## config.mk

```make
export PLATFORM = sky130hd
export DESIGN_NAME = harness_fanin
export DESIGN_NICKNAME = d
export VERILOG_FILES = /design/src/rtl/harness_pkg.sv /design/src/rtl/harness_lane_fifo.sv /design/src/rtl/harness_fanin.sv
export SDC_FILE = /design/constraint.sdc
export NUM_CORES = 1
export LEC_CHECK = 0
export ABC_AREA = 0
export BUFFER_PORTS_ARGS = -buffer_cell sky130_fd_sc_hd__buf_4
export CORE_MARGIN = 2
export CORE_UTILIZATION = 50
export CTS_CLUSTER_DIAMETER = 150
export DETAILED_ROUTE_END_ITERATION = 8
export PLACE_DENSITY = 0.72
export SETUP_SLACK_MARGIN = 0.15
export SYNTH_ARGS = -nofsm -noshare
export SYNTH_HDL_FRONTEND = slang
export SYNTH_HIERARCHICAL = 1
export SYNTH_SLANG_ARGS = --single-unit
```

## constraint.sdc

```tcl
create_clock -name clk -period 7.3 [get_ports clk]
set_clock_uncertainty 0.1 [all_clocks]
set_input_delay 1.095 -clock clk [delete_from_list [all_inputs] [get_ports clk]]
set_output_delay 1.095 -clock clk [all_outputs]
set_load 0.005 [all_outputs]
```

## src/rtl/harness_pkg.sv

```systemverilog
// Shared types and the round-robin pick helper for the harness fan-in.
package harness_pkg;

  localparam int NUM_LANES = 4;

  typedef logic [1:0] lane_t;

  // First requesting lane at or after rr, searching upward mod NUM_LANES.
  // Falls back to rr when nothing requests; callers gate on |req.
  function automatic lane_t rr_pick(input logic [NUM_LANES-1:0] req, input lane_t rr);
    lane_t pick;
    lane_t idx;
    pick = rr;
    // Walk downward so the closest lane to rr overwrites farther ones.
    for (int i = NUM_LANES - 1; i >= 0; i--) begin
      idx = rr + lane_t'(i);
      if (req[idx]) pick = idx;
    end
    return pick;
  endfunction

endpackage

```

## src/rtl/harness_lane_fifo.sv

```systemverilog
// Per-lane result FIFO. The lane has no backpressure, so a push into a full
// FIFO is dropped and latched into a sticky overflow flag. A pop on the same
// edge frees the slot, letting the push through.
module harness_lane_fifo #(
  parameter int WIDTH = 8,
  parameter int DEPTH = 4
) (
  input  logic             clk,
  input  logic             reset,
  input  logic             push_i,
  input  logic             pop_i,
  input  logic [WIDTH-1:0] data_i,
  output logic [WIDTH-1:0] data_o,
  output logic             full_o,
  output logic             empty_o,
  output logic             ovf_o
);

  localparam int AW = $clog2(DEPTH);
  localparam int CW = AW + 1;

  logic [WIDTH-1:0] mem_q [DEPTH];
  logic [AW-1:0]    wr_q, rd_q;
  logic [CW-1:0]    cnt_q, cnt_d;
  logic             ovf_q;
  logic             push_ok;

  assign full_o  = (cnt_q == CW'(DEPTH));
  assign empty_o = (cnt_q == '0);
  assign data_o  = mem_q[rd_q];
  assign ovf_o   = ovf_q;
  assign push_ok = push_i && (!full_o || pop_i);

  // Occupancy next-state from the push/pop pair.
  always_comb begin
    cnt_d = cnt_q;
    case ({push_ok, pop_i})
      2'b10:   cnt_d = cnt_q + CW'(1);
      2'b01:   cnt_d = cnt_q - CW'(1);
      default: cnt_d = cnt_q;
    endcase
  end

  // Storage array; contents are don't-care until written.
  always_ff @(posedge clk) begin
    if (push_ok) mem_q[wr_q] <= data_i;
  end

  // Pointers, count and sticky overflow; pointers wrap naturally at DEPTH.
  always_ff @(posedge clk or posedge reset) begin
    if (reset) begin
      wr_q  <= '0;
      rd_q  <= '0;
      cnt_q <= '0;
      ovf_q <= 1'b0;
    end else begin
      if (push_ok) wr_q <= wr_q + AW'(1);
      if (pop_i)   rd_q <= rd_q + AW'(1);
      cnt_q <= cnt_d;
      if (push_i && !push_ok) ovf_q <= 1'b1;
    end
  end

endmodule

```

## src/rtl/harness_fanin.sv

```systemverilog
// Fan-in collector: four per-lane FIFOs merged round-robin into a single
// registered valid/ready stream tagged with the source lane.
// Optional per-lane handshake counters under HARNESS_FANIN_STATS_EN.
module harness_fanin
  import harness_pkg::*;
#(
  parameter int WIDTH = 8,
  parameter int DEPTH = 4
) (
  input  logic                 clk,
  input  logic                 reset,
  input  logic [NUM_LANES-1:0] i_valid,
  input  logic [WIDTH-1:0]     i_data0,
  input  logic [WIDTH-1:0]     i_data1,
  input  logic [WIDTH-1:0]     i_data2,
  input  logic [WIDTH-1:0]     i_data3,
  output logic                 o_valid,
  input  logic                 o_ready,
  output logic [WIDTH-1:0]     o_data,
  output lane_t                o_lane,
  output logic [NUM_LANES-1:0] o_ovf,
`ifdef HARNESS_FANIN_STATS_EN
  output logic [NUM_LANES*16-1:0] o_cnt,
`endif
  output logic                 o_idle
);

  logic [NUM_LANES-1:0][WIDTH-1:0] lane_din, lane_dout;
  logic [NUM_LANES-1:0]            full, empty, pop;
  logic [NUM_LANES-1:0]            req;
  lane_t                           grant;
  logic                            load;

  logic             valid_q, valid_d;
  logic [WIDTH-1:0] data_q, data_d;
  lane_t            lane_q, lane_d;
  lane_t            rr_q, rr_d;

  assign lane_din = {i_data3, i_data2, i_data1, i_data0};

  for (genvar g = 0; g < NUM_LANES; g++) begin : g_lane
    harness_lane_fifo #(.WIDTH(WIDTH), .DEPTH(DEPTH)) u_fifo (
      .clk     (clk),
      .reset   (reset),
      .push_i  (i_valid[g]),
      .pop_i   (pop[g]),
      .data_i  (lane_din[g]),
      .data_o  (lane_dout[g]),
      .full_o  (full[g]),
      .empty_o (empty[g]),
      .ovf_o   (o_ovf[g])
    );
  end

  // Arbitration and output-register next state; the granted lane pops on load.
  always_comb begin
    req     = ~empty;
    grant   = rr_pick(req, rr_q);
    load    = (!valid_q || o_ready) && (|req);
    pop     = '0;
    valid_d = valid_q;
    data_d  = data_q;
    lane_d  = lane_q;
    rr_d    = rr_q;
    if (load) begin
      pop[grant] = 1'b1;
      valid_d    = 1'b1;
      data_d     = lane_dout[grant];
      lane_d     = grant;
      rr_d       = grant + lane_t'(1);
    end else if (o_ready) begin
      valid_d = 1'b0;
    end
  end

  // Output register and round-robin pointer.
  always_ff @(posedge clk or posedge reset) begin
    if (reset) begin
      valid_q <= 1'b0;
      data_q  <= '0;
      lane_q  <= '0;
      rr_q    <= '0;
    end else begin
      valid_q <= valid_d;
      data_q  <= data_d;
      lane_q  <= lane_d;
      rr_q    <= rr_d;
    end
  end

  assign o_valid = valid_q;
  assign o_data  = data_q;
  assign o_lane  = lane_q;
  assign o_idle  = (&empty) && !valid_q;

`ifdef HARNESS_FANIN_STATS_EN
  logic [NUM_LANES-1:0][15:0] cnt_q;

  // Saturating per-lane count of accepted output words.
  always_ff @(posedge clk or posedge reset) begin
    if (reset) begin
      cnt_q <= '0;
    end else if (valid_q && o_ready && (cnt_q[lane_q] != 16'hFFFF)) begin
      cnt_q[lane_q] <= cnt_q[lane_q] + 16'd1;
    end
  end

  assign o_cnt = cnt_q;
`endif

endmodule

```

==> results_dict.tcl, run 1 <==
set metrics [dict create \
    syn_area_mm2 0.00776 \
    cts_hold_buf 0 \
    initial_utilization_pct 51.0 \
    worstSetupEndpointType "flip-flop" \
    die_x_um 129 \
    syn_inst 485 \
    cts_htree_levels 4 \
    avgViaCountPerCell 5.74 \
    nets 596 \
    finalMaxSlewViolations 0 \
    fin_cells 738 \
    antenna_left 0 \
    io_buffers 54 \
    grt_pass1_wl_um 23500 \
    rsz0062_at_grt "no" \
    rrSetupSlack_ns 3.34 \
    wl_per_cell_um 19.6 \
    routabilityCongestion 0.840 \
    critPathLaunchType "flip-flop" \
    hold_class "flip-flop to flip-flop" \
    fillers 1149 \
    hold_viol 0 \
    cts_num_sinks 173 \
    worst_slew_pin_slew_ns 0.969 \
    setup_violations 0 \
    cts_resized 0 \
    setup_tns_ns 0 \
    maxCapViolations 0 \
    cts_root_buffer "clkbuf_16" \
    cts_buffers 17 \
    p_leak_nw 3.28 \
    grtUsageTotal_pct 19.1 \
    first_pass_iters 4 \
    antenna_found_initial 0 \
    first_iter_violations 429 \
    drc 0 \
    diodes 0 \
    cts_setup_buffers 0 \
    placed_cells 706 \
    syn-num-nets 544 \
    rows 45 \
    crit_type "flip-flop to flip-flop" \
    clk_latency_ns 0.43 \
    vdd_drop_max_mv 0.190 \
    routed_wl_um 14400 \
    worst_ep_arrival_time_ns 3.94 \
    avgSynthCellArea_um2 16.0 \
    cts_tree "done" \
    drive_above_1_share_pct 27.6 \
    max_slew_margin_pct 34.9 \
    die_area_mm2 0.0165 \
    overflow 0 \
    dpl.hpwl_um 10300 \
    die_h_um 129 \
    clkTransAtPathRegs_ns 0.07 \
    synth_warnings 6 \
    worstPathRequired_ns 7.28 \
    vias 4237 \
    critPathMaxFanout 12 \
    ios 55 \
    period_share_pct 54.3 \
    max_freq_ghz 0.252 \
    cts.path.max_buffers 2 \
    status "complete, no violations" \
    p_per_area_mw_per_mm2 427 \
    fp.coreArea_mm2 0.0152 \
    area_growth_pct 14.1 \
    grt_pass1_vias 4307 \
    post-route-min-period_ns 3.96 \
    grt_start_max_net_pins 17 \
]
==> per-layer routing <==
metal	vias up	share of wire, %	track usage (%)
met2	111	48	29.3
met3	19	4.6	4.20
met4	0	1.4	6.84
li1	1940	-	-
met1	2167	46	27.2
met5	-	0	0
==> metrics by stage <==
step | setup WS [ns] | hold WS, ns | area (µm²) | utilization [%] | total power [mW]
after floorplan | 4.38 | 0.368 | 7760 | - | 2.60
after CTS | 3.40 | 0.397 | 8850 | 58.2 | 3.81
after global routing | 3.02 | 0.428 | 8850 | 58.2 | 4.02
final | 3.34 | 0.393 | 8850 | 58.2 | 3.78
after global placement | 3.31 | 0.362 | 8280 | 54.5 | 2.88
after detailed placement | 3.21 | 0.372 | 8280 | 54.5 | 2.94
==> final cells by class <==
class,count,area (µm²),share of cell area (%)
clock inverters,14,133,1.50
clock buffers,18,439,4.96
repair buffers,54,405,4.58
inverters,37,139,1.57
multi-input cells,254,2530,28.6
flip-flops and latches,173,4970,56.1
well taps,188,235,2.66
==> report_power, final <==
| part | switching [mW] | internal [mW] | total, mW |
|---|---|---|---|
| sequential | 0.256 | 1.34 | 1.60 |
| combinational | 0.655 | 0.658 | 1.31 |
| clock | 0.382 | 0.484 | 0.866 |
==> final timing paths <==
| path | start | end | cells past startpoint |
|---|---|---|---|
| max | g_lane[0].u_fifo/cnt_q[0] | g_lane[1].u_fifo/mem_q[0][6] | 8 |
| min | g_lane[1].u_fifo/ovf_o | g_lane[1].u_fifo/ovf_o | 1 |
| max reg2reg | g_lane[0].u_fifo/cnt_q[0] | g_lane[1].u_fifo/mem_q[0][6] | 8 |
| min reg2reg | g_lane[1].u_fifo/ovf_o | g_lane[1].u_fifo/ovf_o | 1 |
| max in group asynchronous | reset | o_data[0] | 2 |
| min in group asynchronous | reset | g_lane[0].u_fifo/rd_q[1] | 2 |
==> state kept, by name, indices dropped and copies added, names as in the netlist <==
register             count
g_lane.u_fifo/cnt_q     12
g_lane.u_fifo/mem_q    128
g_lane.u_fifo/ovf_o      4
g_lane.u_fifo/rd_q       8
g_lane.u_fifo/wr_q       8
o_data                   8
o_lane                   2
o_valid                  1
rr_q                     2
==> placed cells by master (no fill, tap or decap), types with 9 or more instances in the layout <==
cell,count
edfxtp_1,128
ha_1,16
a21oi_1,9
nand2b_1,10
buf_4,54
dfrtp_1,45
xnor2_1,9
nor2_1,21
clkbuf_16,17
inv_1,37
nand3_1,9
nand2_1,18
and2_1,17
mux4_2,32
==> worst max-delay path, stage by stage, from the launching register on <==
cell and delay (ns):
dfrtp_1 0.44, nor3_1 0.81, nor2_1 0.15, o21bai_2 0.22, nand3_2 0.31, nor2_1 0.64
inv_1 0.24, a31oi_4 0.26, and2_1 0.43
No activity file was read; power rests on OpenSTA's default activity.
==> run 2, diff against run 1 <==
ABC_AREA = 1   (was 0)
PLACE_DENSITY = 0.75   (was 0.72)
clock period = 3.3 ns   (was 7.3 ns; I/O delays follow)
==> run 2 against run 1 <==
Compared with the run above:
- register-to-register slack lost 3.0 ns
- clock power up 130%
- routed wire length increased by 13%
- global-route usage up 1.2 points
- sequential cell count did not move
- maximum frequency is 35% higher
- critical path depth increased by 13
- design area grew 4.9%
- count of clock-buffer cells in the layout is the same
- largest cell class unchanged
==> results_dict.tcl, run 2 <==
set metrics [dict create \
    met1_usage_pct 26.6 \
    cts_tree "done" \
    routed_wl_um 16300 \
    rows 46 \
    diodes 0 \
    drc 0 \
    crit_type "flip-flop to flip-flop" \
    critPathMaxFanout 19 \
    status "complete, no violations" \
    io_buffers 54 \
    syn_area_mm2 0.00796 \
    ys_types 28 \
    layout_commonest_cell "nand2_1" \
    post-route-min-period_ns 2.94 \
    grt_pass1_wl_um 26000 \
    die_h_um 130 \
    first_pass_iters 5 \
    rsz0062_at_grt "yes" \
    dpl.hpwl_um 11200 \
    synth.area.top_cells "edfxtp_1, dfrtp_1, nand2_1" \
    cts_htree_levels 4 \
    cts.path.max_buffers 2 \
    vias 5420 \
    nets 904 \
    syn-num-nets 827 \
    ios 55 \
    clkTransAtPathRegs_ns 0.07 \
    area_growth_pct 16.7 \
    synth-main-ff-cell "edfxtp_1" \
    largest_reg_flops 128 \
    worstPathRequired_ns 3.53 \
    avgViaCountPerCell 5.05 \
    yosys.area.top_type "edfxtp_1" \
    period_share_pct 89.2 \
    syn_inst 768 \
    critPathLaunchType "flip-flop" \
    setup_violations 0 \
    ys_ff_latch 173 \
    maxCapViolations 0 \
    synth-edff-count 128 \
    yosysMostFrequentCell "nand2_1" \
    finalMaxSlewViolations 0 \
    use_met3_pct 5.13 \
    routabilityCongestion 0.871 \
    grt_busiest_layer "met2" \
    grtUsageTotal_pct 20.2 \
    hold_viol 0 \
    drive_above_1_share_pct 18.2 \
    antenna_found_initial 0 \
    ys_top_cells_by_count "nand2_1, edfxtp_1, nor2_1" \
    hold_class "input port to flip-flop" \
    async_flop_share_pct 26.0 \
    antenna_left 0 \
    die_area_mm2 0.0169 \
    grt_pass1_vias 5198 \
    p_leak_nw 4.04 \
    cts_buffers 17 \
    top_register "g_lane.u_fifo/mem_q" \
    overflow 0 \
    final_cell_mix "nand2_1, edfxtp_1, nor2_1" \
    vdd_drop_max_mv 0.581 \
    avgSynthCellArea_um2 10.4 \
    synth_warnings 6 \
    hold_slack_ns 0.160 \
    first_iter_violations 542 \
    max_freq_ghz 0.340 \
    worstSetupEndpointType "flip-flop" \
    synth_top_area_share_pct 48.3 \
    max_slew_margin_pct 58.7 \
    clk_latency_ns 0.43 \
    worst_slew_pin_slew_ns 0.619 \
    worst_ep_arrival_time_ns 3.17 \
    wl_per_cell_um 15.2 \
    cts_root_buffer "clkbuf_16" \
    p_per_area_mw_per_mm2 1010 \
    grt_util_met2_pct 33.1 \
    fillers 1251 \
    initial_utilization_pct 50.7 \
    grt_start_max_net_pins 20 \
    yosysSeqAreaShare_pct 62.4 \
    fp.coreArea_mm2 0.0157 \
    die_x_um 130 \
    setup_tns_ns 0 \
    cts_num_sinks 173 \
    reg.largest.list "g_lane.u_fifo/mem_q: 128 flops, g_lane.u_fifo/cnt_q: 12 flops" \
]
[run 2: where the power goes]
| group | total, mW | leakage, nW | internal, mW | switching, mW |
|---|---|---|---|---|
| logic | 3.92 | 2.07 | 1.42 | 2.50 |
| registers | 3.49 | 1.70 | 2.97 | 0.514 |
| clock network | 1.99 | 0.269 | 1.13 | 0.864 |
[run 2: cell type report]
class                           instances  area, µm²  share of cell area [%]
Clock inverter                         14        163                    1.75
Sequential cell                       173       4970                    53.5
Tap cell                              216        270                    2.91
Clock buffer                           18        429                    4.62
Inverter                              105        399                    4.30
Timing Repair Buffer                   77        581                    6.25
Multi-Input combinational cell        471       2470                    26.6
[run 2: critical path, stage by stage (launching register included)]
cell and delay, ns:
dfrtp_2 0.45, nor3_4 0.21, nand2_1 0.10, nand3_1 0.12, nand2_1 0.07, inv_1 0.06
nand2_2 0.06, nand2_4 0.08, nand2_4 0.07, nand2_8 0.12, nand2_8 0.12, nor2_4 0.12
nand2_1 0.11, inv_2 0.13, nand2_4 0.09, fa_1 0.41, inv_1 0.08, nand2_1 0.07
nand3_1 0.11, nand2_1 0.06, nand2_1 0.06, nand2_1 0.04
[run 2: timing repair]
item | 4_1_cts | 5_1_grt
setup endpoints to repair | 0 | 135
gates resized for setup | 0 | 12
endpoints found under the hold margin | 32 | 0
buffers inserted | 0 | 3
hold buffers | 1 | 0
[run 2: per-layer routing]
metal | share of wire (%) | wire, µm
met5 | 0 | 0
met4 | 1.3 | 210
met3 | 4.7 | 761
met2 | 49 | 8010
met1 | 45 | 7340
[run 2: path summary, 6_finish.rpt]
kind,startpoint,to,slack [ns],cells after the start
worst max-delay path,g_lane[1].u_fifo/cnt_q[2],g_lane[2].u_fifo/cnt_q[2],0.36,21
worst min-delay path,i_data1[2],g_lane[1].u_fifo/mem_q[3][2],0.16,1
worst max register to register,g_lane[1].u_fifo/cnt_q[2],g_lane[2].u_fifo/cnt_q[2],0.36,21
worst min register to register,g_lane[3].u_fifo/ovf_o,g_lane[3].u_fifo/ovf_o,0.39,1
max in group asynchronous,reset,rr_q[0],2.04,3
min in group asynchronous,reset,g_lane[3].u_fifo/cnt_q[2],0.52,3
[run 2: logic make-up (layout without fill, tap and decap cells)]
kind of cell | count (synthesis) | in the layout | share of synthesized area [%]
adder cells (fa/ha/maj) | 20 | 20 | 3.52
AND/OR/NAND/NOR | 338 | 338 | 18.8
AO/OA/AOI/OAI | 105 | 105 | 7.32
buffers and inverters | 124 | 214 | 7.03
flip-flops | 173 | 173 | 62.4
XOR/XNOR | 8 | 8 | 0.880
[run 2: stage by stage]
| step | util [%] | std cells | instance area [µm²] | power (mW) | worst slack (ns) |
|---|---|---|---|---|---|
| floorplan | - | 768 | 7960 | 6.34 | 0.224 |
| global placement | 54.8 | 1038 | 8620 | 7.18 | 0.379 |
| detailed placement | 54.8 | 1038 | 8620 | 7.30 | 0.231 |
| CTS | 58.7 | 1071 | 9220 | 9.32 | 0.164 |
| global route | 59.1 | 1074 | 9290 | 10.1 | 0.135 |
| finish | 59.1 | 1074 | 9290 | 9.40 | 0.357 |
